[src/rtl/button_ctrl_nch_pkg.sv]
// Shared encodings for the multi-channel button controller.
// No logic. The FSM states, button indices and step sizes are used by the top module and the bench.
// No flow control.
package button_ctrl_nch_pkg;

  typedef enum logic [1:0] {
    ST_IDLE    = 2'd0,
    ST_HOLD_UP = 2'd1,
    ST_HOLD_DN = 2'd2,
    ST_CHORD   = 2'd3
  } state_e;

  localparam int BTN_UP_IDX  = 0;
  localparam int BTN_DN_IDX  = 1;
  localparam int BTN_SEL_IDX = 2;
  localparam int NBTN        = 3;

  localparam int STEP_X1  = 1;
  localparam int STEP_X10 = 10;

endpackage

[src/rtl/button_ctrl_nch_debounce.sv]
// Per-button 2-FF synchroniser plus stable timer. Outputs the debounced level and press/release pulses.
// Latency: 2 sync cycles plus DB_TIMEOUT stable cycles. The level and pulses are registered.
// No backpressure. Pulses are single-cycle and are not held.
module btn_debounce #(
  parameter int DBW        = 15,
  parameter int DB_TIMEOUT = 20000
) (
  input  logic clk,
  input  logic rst,
  input  logic btn_n,      // raw, active-low, asynchronous
  output logic sync_lvl,   // synchronised raw level
  output logic lvl,        // debounced level (1 = released)
  output logic press_pls,  // debounced 1->0
  output logic rel_pls     // debounced 0->1
);

  logic           sync1_q, sync2_q;
  logic           lvl_q, lvl_d;
  logic           press_q, press_d;
  logic           rel_q, rel_d;
  logic [DBW-1:0] cnt_q, cnt_d;

  // Count consecutive cycles of disagreement and flip the level once the count reaches the timeout.
  always_comb begin
    cnt_d   = '0;
    lvl_d   = lvl_q;
    press_d = 1'b0;
    rel_d   = 1'b0;
    if (sync2_q != lvl_q) begin
      if (cnt_q == DBW'(DB_TIMEOUT - 1)) begin
        lvl_d   = sync2_q;
        press_d = ~sync2_q;
        rel_d   = sync2_q;
      end else begin
        cnt_d = cnt_q + DBW'(1);
      end
    end
  end

  // Sync flops reset to the pressed state. This keeps a button that is held through reset
  // reading as pressed until it is really released (see the blocking logic in the top module).
  always_ff @(posedge clk or posedge rst) begin
    if (rst) begin
      sync1_q <= 1'b0;
      sync2_q <= 1'b0;
      lvl_q   <= 1'b1;
      press_q <= 1'b0;
      rel_q   <= 1'b0;
      cnt_q   <= '0;
    end else begin
      sync1_q <= btn_n;
      sync2_q <= sync1_q;
      lvl_q   <= lvl_d;
      press_q <= press_d;
      rel_q   <= rel_d;
      cnt_q   <= cnt_d;
    end
  end

  assign sync_lvl  = sync2_q;
  assign lvl       = lvl_q;
  assign press_pls = press_q;
  assign rel_pls   = rel_q;

endmodule

[src/rtl/button_ctrl_nch.sv]
// Debounced 3-button control of NCH bounded counters, with x1/x10 chord toggle, auto-repeat and channel select.
// Latency: a debounced press pulse in cycle t updates CNT, CHG and CLR_SEQ at edge t+1.
// No backpressure. Buttons are sampled freely. A UBND change clamps the counters on the next edge.
module button_ctrl_nch
  import button_ctrl_nch_pkg::*;
#(
  parameter int NCH        = 2,
  parameter int CW         = 8,
  parameter int DBW        = 15,
  parameter int DB_TIMEOUT = 20000,
  parameter int RPT_DLY    = 500000,
  parameter int RPT_PER    = 100000,
  parameter int CLR_CYC    = 2047,
  parameter int WRAP       = 0
) (
  input  logic                                     CLK,
  input  logic                                     RST,
  input  logic                                     BTN_UP,
  input  logic                                     BTN_DN,
  input  logic                                     BTN_SEL,
  input  logic [NCH*CW-1:0]                        UBND,
  output logic [NCH*CW-1:0]                        CNT,
  output logic [((NCH > 1) ? $clog2(NCH) : 1)-1:0] CH_SEL,
  output logic                                     STEP10,
  output logic [NCH-1:0]                           CHG,
  output logic                                     CLR_SEQ
);

  localparam int CSW = (NCH > 1) ? $clog2(NCH) : 1;
  localparam int RTW = $clog2(((RPT_DLY > RPT_PER) ? RPT_DLY : RPT_PER) + 1);
  localparam int CLW = $clog2(CLR_CYC + 1);

  logic [NBTN-1:0] btn_raw, sync_lvl, lvl, press, rel, press_ok;
  logic [NBTN-1:0] blk_q, blk_d;
  logic            unused_sel;

  state_e                   state_q, state_d;
  logic [NCH-1:0][CW-1:0]   cnt_q, cnt_d;
  logic [CSW-1:0]           ch_sel_q, ch_sel_d;
  logic                     step10_q, step10_d;
  logic [NCH-1:0]           chg_q, chg_d;
  logic [RTW-1:0]           rpt_q, rpt_d;
  logic                     rpt_first_q, rpt_first_d;
  logic [CLW-1:0]           clr_cnt_q, clr_cnt_d;
  logic                     clr_q, clr_d;
  logic                     do_up, do_dn, hold_is_up;

  assign btn_raw = {BTN_SEL, BTN_DN, BTN_UP};

  for (genvar b = 0; b < NBTN; b++) begin : g_db
    btn_debounce #(.DBW(DBW), .DB_TIMEOUT(DB_TIMEOUT)) u_db (
      .clk      (CLK),
      .rst      (RST),
      .btn_n    (btn_raw[b]),
      .sync_lvl (sync_lvl[b]),
      .lvl      (lvl[b]),
      .press_pls(press[b]),
      .rel_pls  (rel[b])
    );
  end

  assign unused_sel = &{1'b0, rel[BTN_SEL_IDX], lvl[BTN_SEL_IDX]};

  // A button stays blocked after reset until it is seen released. A button held through reset therefore never acts.
  assign blk_d    = blk_q & ~sync_lvl;
  assign press_ok = press & ~blk_q;

  function automatic logic [CW:0] step_up(input logic [CW:0] c, input logic [CW:0] s, input logic [CW:0] u);
    logic [CW:0] sum;
    sum = c + s;
    if (WRAP != 0) return (sum > u) ? sum - (u + (CW+1)'(1)) : sum;
    return (sum > u) ? u : sum;
  endfunction

  function automatic logic [CW:0] step_dn(input logic [CW:0] c, input logic [CW:0] s, input logic [CW:0] u);
    if (c < s) return (WRAP != 0) ? c + u + (CW+1)'(1) - s : '0;
    return c - s;
  endfunction

  // FSM next state: step requests, repeat timer, chord toggle and channel select.
  always_comb begin
    state_d     = state_q;
    ch_sel_d    = ch_sel_q;
    step10_d    = step10_q;
    rpt_d       = rpt_q;
    rpt_first_d = rpt_first_q;
    do_up       = 1'b0;
    do_dn       = 1'b0;
    hold_is_up  = (state_q == ST_HOLD_UP);
    case (state_q)
      ST_IDLE: begin
        rpt_d       = '0;
        rpt_first_d = 1'b1;
        if (press_ok[BTN_UP_IDX] && press_ok[BTN_DN_IDX]) begin
          state_d = ST_CHORD;
        end else if (press_ok[BTN_UP_IDX]) begin
          do_up   = 1'b1;
          state_d = ST_HOLD_UP;
        end else if (press_ok[BTN_DN_IDX]) begin
          do_dn   = 1'b1;
          state_d = ST_HOLD_DN;
        end
        if (press_ok[BTN_SEL_IDX])
          ch_sel_d = (ch_sel_q == CSW'(NCH - 1)) ? '0 : ch_sel_q + CSW'(1);
      end
      ST_HOLD_UP, ST_HOLD_DN: begin
        if (hold_is_up ? rel[BTN_UP_IDX] : rel[BTN_DN_IDX]) begin
          state_d = ST_IDLE;
        end else if (hold_is_up ? press_ok[BTN_DN_IDX] : press_ok[BTN_UP_IDX]) begin
          state_d = ST_CHORD;
        end else if (rpt_q == (rpt_first_q ? RTW'(RPT_DLY - 1) : RTW'(RPT_PER - 1))) begin
          rpt_d       = '0;
          rpt_first_d = 1'b0;
          do_up       = hold_is_up;
          do_dn       = ~hold_is_up;
        end else begin
          rpt_d = rpt_q + RTW'(1);
        end
      end
      ST_CHORD: begin
        if (lvl[BTN_UP_IDX] && lvl[BTN_DN_IDX]) begin
          step10_d = ~step10_q;
          state_d  = ST_IDLE;
        end
      end
      default: state_d = ST_IDLE;
    endcase
  end

  // Per-channel update: step the selected channel, then clamp every channel to its bound.
  // The step uses CW+1 bits so that the carry out of c+s is not lost.
  always_comb begin
    logic [CW:0] c1, u1, n1, s1;
    s1 = step10_q ? (CW+1)'(STEP_X10) : (CW+1)'(STEP_X1);
    c1 = '0;
    u1 = '0;
    n1 = '0;
    cnt_d = cnt_q;
    chg_d = '0;
    for (int i = 0; i < NCH; i++) begin
      c1 = {1'b0, cnt_q[i]};
      u1 = {1'b0, UBND[i*CW +: CW]};
      n1 = c1;
      if (CSW'(i) == ch_sel_q) begin
        if (do_up)      n1 = step_up(c1, s1, u1);
        else if (do_dn) n1 = step_dn(c1, s1, u1);
      end
      if (n1 > u1) n1 = u1;
      cnt_d[i] = n1[CW-1:0];
      chg_d[i] = (n1[CW-1:0] != cnt_q[i]);
    end
    clr_cnt_d = (|chg_d) ? CLW'(CLR_CYC)
              : ((clr_cnt_q != '0) ? clr_cnt_q - CLW'(1) : '0);
    clr_d     = (clr_cnt_d != '0);
  end

  // All state: the FSM, counters and registered outputs.
  always_ff @(posedge CLK or posedge RST) begin
    if (RST) begin
      state_q     <= ST_IDLE;
      cnt_q       <= '0;
      ch_sel_q    <= '0;
      step10_q    <= 1'b0;
      chg_q       <= '0;
      rpt_q       <= '0;
      rpt_first_q <= 1'b1;
      clr_cnt_q   <= '0;
      clr_q       <= 1'b0;
      blk_q       <= '1;
    end else begin
      state_q     <= state_d;
      cnt_q       <= cnt_d;
      ch_sel_q    <= ch_sel_d;
      step10_q    <= step10_d;
      chg_q       <= chg_d;
      rpt_q       <= rpt_d;
      rpt_first_q <= rpt_first_d;
      clr_cnt_q   <= clr_cnt_d;
      clr_q       <= clr_d;
      blk_q       <= blk_d;
    end
  end

  assign CNT     = cnt_q;
  assign CH_SEL  = ch_sel_q;
  assign STEP10  = step10_q;
  assign CHG     = chg_q;
  assign CLR_SEQ = clr_q;

endmodule
[config.mk]
export PLATFORM = sky130hd
export DESIGN_NAME = button_ctrl_nch
export DESIGN_NICKNAME = d
export VERILOG_FILES = /design/src/rtl/button_ctrl_nch_pkg.sv /design/src/rtl/button_ctrl_nch_debounce.sv /design/src/rtl/button_ctrl_nch.sv
export SDC_FILE = /design/constraint.sdc
export NUM_CORES = 1
export LEC_CHECK = 0
export ABC_AREA = 1
export CAP_MARGIN = 20
export CORE_MARGIN = 3
export CORE_UTILIZATION = 55
export CTS_CLUSTER_DIAMETER = 30
export DETAILED_ROUTE_END_ITERATION = 10
export GPL_ROUTABILITY_DRIVEN = 0
export PLACE_DENSITY = 0.77
export SLEW_MARGIN = 20
export SYNTH_ARGS = -nofsm -noshare
export SYNTH_HDL_FRONTEND = slang
export SYNTH_SLANG_ARGS = --single-unit
[constraint.sdc]
create_clock -name CLK -period 4.6 [get_ports CLK]
set_input_delay 0.46 -clock CLK [delete_from_list [all_inputs] [get_ports CLK]]
set_output_delay 0.46 -clock CLK [all_outputs]
set_load 0.02 [all_outputs]
==> summary.txt <==
STA
  • Hold WS: 356 ps
  • Final Hold Fails: 0
  • Final worst path period share: 113%
  • FMAX: 192 MHz
  • Fin Setup TNS: -7800 ps
  • Slew margin rel.: 37.7%
  • Final WS setup: -603 ps
  • RSZ-0062 raised after global routing: yes
  • Final setup fails: 16
  • Final Critical Period: 5200 ps
  • Max Slew Vio Count: 0
  • Worst-margin pin slew: 934 ps
  • Clk_skew: 9.60 ps

Clock network
  • CTS tree: done
  • Root Driver: clkbuf_16
  • Clk Latency, worst-skew pair: 410 ps
  • Max H-tree Level: 4
  • Clk slew on worst S/H paths: 60 ps
  • # clock sinks: 116
  • Clock Tree Buf Depth: 2
  • Cts bufs inserted: 17
  • Cts hold-fix bufs: 0

Synthesis
  • Synthesized area per cell: 6.99 um2
  • Post-synth cell types: 49
  • Post-synthesis sequential area ratio: 34.1%
  • Net Count, Synth: 1300
  • Yosys reg bits: 116
  • Number of synthesized flops with an enable pin: 0
  • Synthesized instance count: 1222
  • Synth warn: 0
  • Syn Std Cell Area: 0.00854 mm2
  • Most used DFF post-synth: dfrtp_1
  • FFs w/ async S/R, synth: 100%

Critical path
  • CP arrival: 5480 ps
  • Reg2reg start: STEP10
  • CP dominant cell by count: nand2_2
  • R2r endpoint: CLR_SEQ
  • Worst Setup Start Kind: flip-flop
  • CP peak stage delay: 390 ps
  • Worst reg-to-reg setup slack: -600 ps
  • Slowest CP cell: dfrtp_2
  • Reg2Reg Depth: 41
  • Class of the most critical setup path: reg2reg
  • Critical Path Fanout Max: 8
  • Critical Path RT: 4880 ps
  • Critical path endpoint category: flip-flop

Layout
  • Fillers: 1057
  • Final std cells w/o fill: 1618
  • Commonest cells after routing, fill and taps aside: nand2_1 (270), inv_1 (168), buf_4 (153)
  • Nets: 1499
  • Most common cell after layout, fill and taps aside: nand2_1
  • Area delta synth->final: 34.8%
  • Diodes inserted: 0
  • Layout cells sized above 1: 25.1%

Global routing
  • Total GRT Usage: 26.8%
  • Vias in the first global route: 8187
  • Largest net degree at the start of global routing: 81
  • Remaining Overflow, GRT: 0
  • First-pass GRT wire length: 37200 um
  • Initial antenna violation count: 0

Drt
  • 1st-pass router iterations: 5
  • Via count: 8952
  • Routed WL per cell: 14.8 um
  • Antenna-violating nets left: 0
  • Final WL: 24000 um
  • Vias per cell: 5.53
  • DRC Markers: 0
  • DRT iter0 DRCs: 845

Min path
  • Hold Path Origin: g_db[0].u_db.sync1_q
  • Worst Hold Path Cells: 0
  • Hold endpoint: g_db[0].u_db.sync_lvl
  • Min-Delay Path Class: reg2reg

Outcome
  • Failing checks: negative setup slack
  • Status: finished, violations left

Floorplanning
  • Die Wd: 131 um
  • Die area: 0.0170 mm2
  • Total core area: 0.0149 mm2
  • Initial Util: 57.4%
  • FP Rows: 44
  • Top Ports: 42
  • Die H: 131 um

Power
  • Max VDD drop: 0.000340 V
  • Leakage power: 5.56 nW
  • PwrDens: 540 mW/mm2

Placed design
  • Placed cell count: 1541
  • Port Buf Inserts: 41
  • Pre-CTS setup slack: -686 ps
  • Post-detail-place hpwl: 16100 um

Run
  • Maxcap violations: 0
## worst max path at each step
stage	startpoint	to	slack, ps	cells past startpoint
6_report	STEP10	CLR_SEQ	-600	41
2_1_floorplan	STEP10	clr_cnt_q[10]	-100	37
4_1_cts	STEP10	CLR_SEQ	-400	41
3_5_place_dp	STEP10	clr_cnt_q[0]	-690	38
3_3_place_gp	STEP10	CLR_SEQ	-600	40
5_1_grt	STEP10	CLR_SEQ	-860	42
## layout make-up
cell class              count  area (um2)  area share (%)
multi-input cells         898        5440            47.3
flip-flops and latches    116        2910            25.3
repair buffers            201        1660            14.4
inverters                 187         707            6.14
clock buffers              19         453            3.94
well taps                 184         230            2.00
clock inverters            13         101           0.881
## timing repair
item,in CTS,in global routing
gates resized for setup,34,109
pin swaps,9,55
endpoints found under the setup margin,14,30
buffers inserted,32,12
cloned,0,1
## stage by stage
stage / utilization, % / area, um2 / power (W)
floorplan: - / 8640 / 0.00291
global placement: 67.4 / 10000 / 0.00404
detailed placement: 67.4 / 10000 / 0.00408
CTS: 73.7 / 11000 / 0.00560
global route: 77.4 / 11500 / 0.00664
finish: 77.4 / 11500 / 0.00622
## synthesized netlist by cell type, types with 3 or more instances
| master | number | area (um2) |
|---|---|---|
| a21oi_1 | 51 | 255 |
| a221oi_1 | 3 | 26.3 |
| and3_1 | 5 | 31.3 |
| buf_2 | 8 | 40.0 |
| buf_6 | 5 | 56.3 |
| clkbuf_1 | 4 | 15.0 |
| dfrtp_1 | 109 | 2730 |
| dfstp_2 | 7 | 184 |
| fa_1 | 4 | 80.1 |
| ha_1 | 53 | 663 |
| inv_1 | 183 | 687 |
| inv_2 | 3 | 11.3 |
| nand2_1 | 320 | 1200 |
| nand2_2 | 16 | 100 |
| nand2_4 | 3 | 33.8 |
| nand3_1 | 150 | 751 |
| nand3b_1 | 8 | 60.1 |
| nand4_1 | 25 | 156 |
| nor2_1 | 104 | 390 |
| nor2_2 | 6 | 37.5 |
| nor3_1 | 34 | 170 |
| nor3b_1 | 12 | 90.1 |
| nor4_1 | 9 | 56.3 |
| o21ai_0 | 35 | 175 |
| o21bai_1 | 5 | 37.5 |
| or2_2 | 5 | 31.3 |
| xnor2_1 | 6 | 52.6 |
| xor2_1 | 22 | 193 |
## worst max-delay path: cells and delay by family (launching register included)
family / cells / cell delay [ps]
adders and majority gates: 4 / 1090
AOI/OAI and AO/OA: 3 / 340
DFF: 1 / 390
and+or+nand+nor: 26 / 2370
xor gates and xnor gates: 1 / 210
buffers and inverters: 7 / 640
## metal layers
layer	GRT usage (%)	routed length, um	vias up
met5	0	0	-
met4	7.86	791	0
met3	5.24	1560	96
met2	44.5	11700	364
met1	35.8	9940	4130
li1	-	-	4362
## kinds of logic after synthesis
family | count (synthesis) | synth area share, %
compound gates | 110 | 7.31
xor+xnor | 28 | 2.87
fa+ha+maj | 57 | 8.71
flops | 116 | 34.1
simple gates | 703 | 37.2
buf+inv | 208 | 9.79
## power by group
part           internal, W  switching [W]  total (W)
combinational      0.00174        0.00205    0.00379
clock             0.000721       0.000490    0.00121
sequential         0.00110       0.000113    0.00122
total              0.00356        0.00265    0.00622
## registers in the layout, summed over array words and instances (netlist names), 3 cells and up
signal / count
CNT: 16
blk_q: 3
clr_cnt_q: 11
g_db.u_db.cnt_q: 45
g_db.u_db.lvl: 3
g_db.u_db.press_pls: 3
g_db.u_db.sync1_q: 3
g_db.u_db.sync_lvl: 3
rpt_q: 19
No activity file was read; power rests on OpenSTA's default activity.
